## src/rtl/ph_track_est_gen.sv

```systemverilog
// Pilot phase-tracking estimator: derives common phase and slope from one symbol's pilots,
// then streams per-subcarrier correction vectors ph = init + k*step (DC-gap jump, optional IIR).
module ph_track_est_gen #(
  parameter int DW       = 16,
  parameter int NPIL     = 8,
  parameter int NSC      = 192,
  parameter int SLOPE_SH = 7,
  parameter int HALF_SH  = 6,
  parameter int SKIP_IDX = 95,
  parameter int SKIP_SH  = 1,
  parameter int ALPHA_SH = 2
) (
  input  logic                 clk,
  input  logic                 rst,
  input  logic                 start,
  input  logic                 smooth_en,
  input  logic signed [DW-1:0] din_re,
  input  logic signed [DW-1:0] din_im,
  input  logic                 din_val,
  output logic                 din_rdy,
  input  logic                 acc,
  output logic signed [DW-1:0] ph_re,
  output logic signed [DW-1:0] ph_im,
  output logic [7:0]           sc_idx,
  output logic                 est_done,
  output logic                 busy
);

  localparam int LG = $clog2(NPIL);
  localparam int AW = DW + LG;
  localparam int IW = DW + 2;

  typedef enum logic [2:0] {S_IDLE, S_COLLECT, S_CALC, S_SMOOTH, S_LOAD, S_READY} state_t;
  state_t state, state_nxt;

  logic signed [AW-1:0] sum_all_re, sum_all_im, sum_hi_re, sum_hi_im;
  logic signed [AW-1:0] din_re_x, din_im_x;
  logic [LG-1:0]        pil_cnt;
  logic signed [IW-1:0] new_com_re, new_com_im, new_step_re, new_step_im;
  logic signed [IW-1:0] com_re, com_im, step_re, step_im;
  logic signed [IW-1:0] run_re, run_im;
  logic                 hist_valid;

  logic signed [AW:0]   diff_re, diff_im, step_sh_re, step_sh_im;
  logic signed [AW-1:0] com_sh_re, com_sh_im;
  logic signed [IW-1:0] init_re, init_im, inc_re, inc_im, run_nxt_re, run_nxt_im;
  logic                 do_load, do_step;

  function automatic logic signed [DW-1:0] sat(input logic signed [IW-1:0] v);
    if (v[IW-1:DW-1] == {(IW-DW+1){v[IW-1]}}) return v[DW-1:0];
    else if (v[IW-1]) return {1'b1, {(DW-1){1'b0}}};
    else return {1'b0, {(DW-1){1'b1}}};
  endfunction

  // One-pole IIR; the difference is formed one bit wider so it cannot wrap
  function automatic logic signed [IW-1:0] iir(input logic signed [IW-1:0] x,
                                               input logic signed [IW-1:0] n);
    logic signed [IW:0] d;
    d = $signed({n[IW-1], n}) - $signed({x[IW-1], x});
    d = d >>> ALPHA_SH;
    return x + d[IW-1:0];
  endfunction

  always_ff @(posedge clk) begin
    if (rst) state <= S_IDLE;
    else     state <= state_nxt;
  end

  always_comb begin
    state_nxt = state;
    din_rdy   = 1'b0;
    busy      = 1'b0;
    case (state)
      S_COLLECT: begin
        din_rdy = 1'b1;
        busy    = 1'b1;
        if (din_val && pil_cnt == LG'(NPIL-1)) state_nxt = S_CALC;
      end
      S_CALC:   begin busy = 1'b1; state_nxt = S_SMOOTH; end
      S_SMOOTH: begin busy = 1'b1; state_nxt = S_LOAD; end
      S_LOAD:   begin busy = 1'b1; state_nxt = S_READY; end
      default:  state_nxt = state;
    endcase
    if (start) state_nxt = S_COLLECT;
  end

  assign din_re_x   = {{LG{din_re[DW-1]}}, din_re};
  assign din_im_x   = {{LG{din_im[DW-1]}}, din_im};
  assign diff_re    = $signed({sum_hi_re, 1'b0}) - $signed({sum_all_re[AW-1], sum_all_re});
  assign diff_im    = $signed({sum_hi_im, 1'b0}) - $signed({sum_all_im[AW-1], sum_all_im});
  assign step_sh_re = diff_re >>> SLOPE_SH;
  assign step_sh_im = diff_im >>> SLOPE_SH;
  assign com_sh_re  = sum_all_re >>> LG;
  assign com_sh_im  = sum_all_im >>> LG;

  // The running value stays unsaturated so the output recovers once back in range
  assign init_re    = com_re - (step_re <<< HALF_SH);
  assign init_im    = com_im - (step_im <<< HALF_SH);
  assign inc_re     = (sc_idx == 8'(SKIP_IDX)) ? (step_re <<< SKIP_SH) : step_re;
  assign inc_im     = (sc_idx == 8'(SKIP_IDX)) ? (step_im <<< SKIP_SH) : step_im;
  assign run_nxt_re = (state == S_LOAD) ? init_re : run_re + inc_re;
  assign run_nxt_im = (state == S_LOAD) ? init_im : run_im + inc_im;
  assign do_load    = (state == S_LOAD) && !start;
  assign do_step    = (state == S_READY) && acc && !start && (sc_idx < 8'(NSC-1));

  always_ff @(posedge clk) begin
    if (rst) begin
      sum_all_re  <= '0;
      sum_all_im  <= '0;
      sum_hi_re   <= '0;
      sum_hi_im   <= '0;
      pil_cnt     <= '0;
      new_com_re  <= '0;
      new_com_im  <= '0;
      new_step_re <= '0;
      new_step_im <= '0;
      com_re      <= '0;
      com_im      <= '0;
      step_re     <= '0;
      step_im     <= '0;
      run_re      <= '0;
      run_im      <= '0;
      hist_valid  <= 1'b0;
      ph_re       <= '0;
      ph_im       <= '0;
      sc_idx      <= '0;
      est_done    <= 1'b0;
    end else begin
      est_done <= 1'b0;
      if (start) begin
        sum_all_re <= '0;
        sum_all_im <= '0;
        sum_hi_re  <= '0;
        sum_hi_im  <= '0;
        pil_cnt    <= '0;
      end else if (din_val && din_rdy) begin
        sum_all_re <= sum_all_re + din_re_x;
        sum_all_im <= sum_all_im + din_im_x;
        if (pil_cnt[LG-1]) begin
          sum_hi_re <= sum_hi_re + din_re_x;
          sum_hi_im <= sum_hi_im + din_im_x;
        end
        pil_cnt <= pil_cnt + 1'b1;
      end
      if (state == S_CALC) begin
        new_com_re  <= {{2{com_sh_re[DW-1]}}, com_sh_re[DW-1:0]};
        new_com_im  <= {{2{com_sh_im[DW-1]}}, com_sh_im[DW-1:0]};
        new_step_re <= step_sh_re[IW-1:0];
        new_step_im <= step_sh_im[IW-1:0];
      end
      if (state == S_SMOOTH && !start) begin
        if (smooth_en && hist_valid) begin
          com_re  <= iir(com_re, new_com_re);
          com_im  <= iir(com_im, new_com_im);
          step_re <= iir(step_re, new_step_re);
          step_im <= iir(step_im, new_step_im);
        end else begin
          com_re  <= new_com_re;
          com_im  <= new_com_im;
          step_re <= new_step_re;
          step_im <= new_step_im;
        end
        hist_valid <= 1'b1;
      end
      if (do_load || do_step) begin
        run_re <= run_nxt_re;
        run_im <= run_nxt_im;
        ph_re  <= sat(run_nxt_re);
        ph_im  <= sat(run_nxt_im);
        sc_idx <= do_load ? 8'd0 : sc_idx + 8'd1;
      end
      if (do_load) est_done <= 1'b1;
    end
  end

endmodule
```

## config.mk

```make
export PLATFORM = sky130hd
export DESIGN_NAME = ph_track_est_gen
export DESIGN_NICKNAME = d
export VERILOG_FILES = /design/src/rtl/ph_track_est_gen.sv
export SDC_FILE = /design/constraint.sdc
export NUM_CORES = 1
export LEC_CHECK = 0
export BUFFER_PORTS_ARGS = -buffer_cell sky130_fd_sc_hd__buf_2
export CORE_ASPECT_RATIO = 0.75
export CORE_UTILIZATION = 55
export DETAILED_ROUTE_END_ITERATION = 16
export PLACE_DENSITY = 0.8
export SLEW_MARGIN = 25
export SYNTH_ARGS = -nofsm -noshare
export SYNTH_HDL_FRONTEND = slang
export SYNTH_SLANG_ARGS = --single-unit
```

## constraint.sdc

```tcl
create_clock -name clk -period 4.54 [get_ports clk]
set_input_delay 0.681 -clock clk [delete_from_list [all_inputs] [get_ports clk]]
set_output_delay 0.681 -clock clk [all_outputs]
set_load 0.02 [all_outputs]
```

==> impl_results.html <==
<table>
<tr><th>Metric</th><th>Value</th></tr>
<tr><th colspan="2">Final layout</th></tr>
<tr><td>Layout overhead on the synthesized area</td><td>9.54%</td></tr>
<tr><td>Final cell count without fillers</td><td>3,818</td></tr>
<tr><td>Final core area utilization</td><td>0.613</td></tr>
<tr><td>Finished Cell Area</td><td>about 27,000 um^2</td></tr>
<tr><td>Top library cells by usage in the layout, fill and taps aside</td><td>nand2_1 (393), nor2_1 (349), ha_1 (311)</td></tr>
<tr><td>Filler Cell Count</td><td>3,664</td></tr>
<tr><td>Antenna Cells</td><td>0</td></tr>
<tr><td>Number of nets in the layout</td><td>3,575</td></tr>
<tr><td>Most frequent standard cell in the layout excluding fill and tap cells</td><td>nand2_1</td></tr>
<tr><td>Share of final-layout standard cells stronger than drive strength 1</td><td>0.0880</td></tr>
<tr><th colspan="2">Global routing</th></tr>
<tr><td>Vias in the first global route</td><td>about 22,000</td></tr>
<tr><td>Antenna violations before repair</td><td>0</td></tr>
<tr><td>Global-route wire length before repair</td><td>109 mm</td></tr>
<tr><td>Global-route congestion overflow total</td><td>0</td></tr>
<tr><td>Maximum number of pins on one net before global-route repair</td><td>85</td></tr>
<tr><td>GR Util All Layers</td><td>0.289</td></tr>
<tr><th colspan="2">Synth</th></tr>
<tr><td>Number of synthesized flops with an enable pin</td><td>0</td></tr>
<tr><td>Most frequently used flop master after synthesis</td><td>dfxtp_1</td></tr>
<tr><td>Portion of the post-synthesis area used by sequential elements</td><td>0.238</td></tr>
<tr><td>Cell variety after synth</td><td>slightly above 100</td></tr>
<tr><td>Share of flip-flops with an asynchronous set or reset</td><td>0</td></tr>
<tr><td>Number of nets produced by synthesis</td><td>around 3,500</td></tr>
<tr><td>Number of warnings issued by yosys</td><td>0</td></tr>
<tr><td>Post-synthesis average cell area</td><td>slightly below 8 um^2</td></tr>
<tr><td>Synthesized area</td><td>~24,000 um^2</td></tr>
<tr><td>Number of register bits inferred by synthesis</td><td>290</td></tr>
<tr><td>Count of mapped cells out of synthesis</td><td>~3,200</td></tr>
<tr><th colspan="2">Timing</th></tr>
<tr><td>Skew final</td><td>0.0119 ns</td></tr>
<tr><td>Final hold violation count</td><td>0</td></tr>
<tr><td>Max Clock Freq</td><td>approximately 0.23 GHz</td></tr>
<tr><td>Measured slew at the worst slew-check pin</td><td>0.998 ns</td></tr>
<tr><td>Crit share post-route</td><td>0.951</td></tr>
<tr><td>Final Setup Violations</td><td>0</td></tr>
<tr><td>Min cycle time layout</td><td>between 4 and 5 ns</td></tr>
<tr><td>Final slew viol count</td><td>0</td></tr>
<tr><td>Slew Limit Headroom</td><td>0.335</td></tr>
<tr><td>Post-route worst setup slack</td><td>approximately 0.22 ns</td></tr>
<tr><th colspan="2">Worst setup path</th></tr>
<tr><td>Worst EP required</td><td>4.98 ns</td></tr>
<tr><td>Critical-path maximum fanout</td><td>4</td></tr>
<tr><td>Critical path start-end classification</td><td>register to register</td></tr>
<tr><td>Element type at the critical path end</td><td>register</td></tr>
<tr><td>Sort of element at the start of the critical path</td><td>register</td></tr>
<tr><td>Endpoint arrival time on the critical path</td><td>4.76 ns</td></tr>
<tr><th colspan="2">Place</th></tr>
<tr><td>Post-DP Area</td><td>around 25,000 um^2</td></tr>
<tr><td>Pre-CTS setup slack</td><td>about 0.045 ns</td></tr>
<tr><td>I/O Buffers</td><td>80</td></tr>
<tr><td>Final Wtd Congestion</td><td>0.941</td></tr>
<tr><td>Number of instances in the placed design</td><td>roughly 3,700</td></tr>
<tr><td>Half-perimeter wire length after placement</td><td>around 49 mm</td></tr>
<tr><th colspan="2">Pwr</th></tr>
<tr><td>Power per cell area</td><td>222 nW/um^2</td></tr>
<tr><td>Max VDD drop</td><td>about 0.20 mV</td></tr>
<tr><td>Leakage power figure</td><td>10.9 nW</td></tr>
<tr><th colspan="2">Worst hold path</th></tr>
<tr><td>Path class of the lowest-slack min-delay path</td><td>register to register</td></tr>
<tr><th colspan="2">Die</th></tr>
<tr><td>Count of standard-cell rows</td><td>66</td></tr>
<tr><td>Total core area</td><td>approximately 44,000 um^2</td></tr>
<tr><td>Number of I/O pins</td><td>81</td></tr>
<tr><td>Total Die Area</td><td>~45,000 um^2</td></tr>
<tr><td>X dimension of the die</td><td>about 250 um</td></tr>
<tr><td>Initial Util</td><td>0.560</td></tr>
<tr><td>Y dimension of the die</td><td>~180 um</td></tr>
<tr><th colspan="2">Clock network</th></tr>
<tr><td>Clock tree from TritonCTS</td><td>yes</td></tr>
<tr><td>Clock transition time at the flip-flop clock pins of the worst setup and hold paths</td><td>0.06 ns</td></tr>
<tr><td>Clock Sinks</td><td>290</td></tr>
<tr><td>Later-pin clock latency in the skew report</td><td>approximately 0.55 ns</td></tr>
<tr><td>Total clock buffers created by CTS</td><td>36</td></tr>
<tr><td>Library cell used as clock root buffer</td><td>clkbuf_16</td></tr>
<tr><td>Clock buffer depth</td><td>3</td></tr>
<tr><td>CTS H-tree depth</td><td>2</td></tr>
<tr><th colspan="2">Status</th></tr>
<tr><td>Run status</td><td>completed</td></tr>
<tr><th colspan="2">Routing</th></tr>
<tr><td>Number of vias per cell after detailed routing</td><td>slightly above 6</td></tr>
<tr><td>Via count of the routed design</td><td>around 23,000</td></tr>
<tr><td>Post-Route WL</td><td>between 60 and 70 mm</td></tr>
<tr><td>Length of the first detailed-routing pass in iterations</td><td>6</td></tr>
<tr><td>Number of routed nets with antenna violations</td><td>0</td></tr>
<tr><td>Initial detailed-routing violation count</td><td>1,806</td></tr>
<tr><td>Average wire per standard cell</td><td>17.6 um</td></tr>
<tr><td>Drc violations</td><td>0</td></tr>
<tr><th colspan="2">Flow run</th></tr>
<tr><td>Max cap viols</td><td>0</td></tr>
</table>
logic make-up after synthesis:
group                    share of synthesized area
buffers and inverters                       0.0472
AO/OA/AOI/OAI                                0.248
AND/OR/NAND/NOR                              0.210
XOR/XNOR                                    0.0753
multiplexers                                0.0110
adder cells (fa/ha/maj)                      0.170
flip-flops                                   0.238
repair_timing:
| item | in CTS | in global routing |
|---|---|---|
| gates resized for setup | 3 | 32 |
| setup buffers | 0 | 7 |
| pin swaps | 0 | 13 |
| hold buffers | 0 | 0 |
| gates cloned | 0 | 1 |
| setup endpoints to repair | 7 | 48 |
layout make-up:
type                       instances  area (um^2)  share of cell area
sequential                       290         5810               0.217
multi-input combinational       2607        17600               0.660
tap                              578          723              0.0270
timing repair buffer             122          763              0.0285
clock buffer                      54         1100              0.0411
inverter                         156          586              0.0219
clock inverter                    11          121             0.00454
path summary, 6_finish.rpt:
path               from     endpoint  slack [ns]  cells past startpoint
max          step_re[2]  step_re[14]        0.22                     19
min           run_re[2]    run_re[2]        0.47                      2
max reg2reg  step_re[2]  step_re[14]        0.22                     19
min reg2reg   run_re[2]    run_re[2]        0.47                      2
critical path: stages (launching register included):
cell      delay (ns)
dfxtp_1         0.37
inv_1           0.09
ha_1            0.32
a21o_1          0.19
a31o_2          0.25
a211oi_4        0.34
nor2b_1         0.11
o21a_1          0.21
nor2_1          0.12
xnor2_1         0.08
ha_1            0.30
o21ai_0         0.09
nand2b_1        0.15
a21oi_1         0.13
nor3_1          0.41
nor3_2          0.11
o31ai_1         0.32
xor2_1          0.20
nand2_1         0.09
a311oi_1        0.33
synthesized netlist by cell type, drive strengths merged, types with 25 or more instances:
cell,count,area [um^2]
o21a,30,225
inv,156,586
dfxtp,290,5810
nor2b,40,250
nor2,350,1310
a21o,54,408
or3,49,313
ha,312,3900
o21ai,189,957
xnor2,138,1210
o31ai,25,216
nand3,68,350
nor3,78,390
clkbuf,111,472
nand2,396,1490
and2,29,181
xor2,72,631
a211oi,126,1000
nand2b,52,325
a21oi,299,1530
report_power, final:
group | internal (mW) | switching, mW | leakage [nW] | total [mW]
clock network | 1.79 | 1.21 | 0.600 | 3.01
registers | 2.55 | 0.0104 | 2.34 | 2.56
logic | 0.132 | 0.229 | 7.94 | 0.361
routing by layer:
| metal | track usage | wire [um] | up-vias |
|---|---|---|---|
| met4 | 0.117 | 2520 | 0 |
| met5 | 0 | 0 | - |
| met1 | 0.367 | 29300 | 10950 |
| met2 | 0.498 | 31700 | 763 |
| met3 | 0.0348 | 3510 | 183 |
| li1 | - | - | 11442 |
sequential cells by signal (all words and copies together) (netlist names):
| signal | cells |
|---|---|
| com_im | 18 |
| com_re | 18 |
| est_done | 1 |
| hist_valid | 1 |
| new_com_im | 16 |
| new_com_re | 16 |
| new_step_im | 13 |
| new_step_re | 13 |
| ph_im | 16 |
| ph_re | 16 |
| pil_cnt | 3 |
| run_im | 18 |
| run_re | 18 |
| sc_idx | 8 |
| state | 3 |
| step_im | 18 |
| step_re | 18 |
| sum_all_im | 19 |
| sum_all_re | 19 |
| sum_hi_im | 19 |
| sum_hi_re | 19 |
per-stage QoR:
| stage | hold slack (ns) | setup TNS (ns) | total power [mW] |
|---|---|---|---|
| finish | 0.469 | 0 | 5.93 |
| global route | 0.491 | -0.0589 | 6.12 |
| CTS | 0.468 | 0 | 5.96 |
| detailed placement | 0.458 | 0 | 2.97 |
| global placement | 0.448 | -0.00820 | 2.96 |
| floorplan | 0.436 | 0 | 2.88 |
No activity file was read; power rests on OpenSTA's default activity.
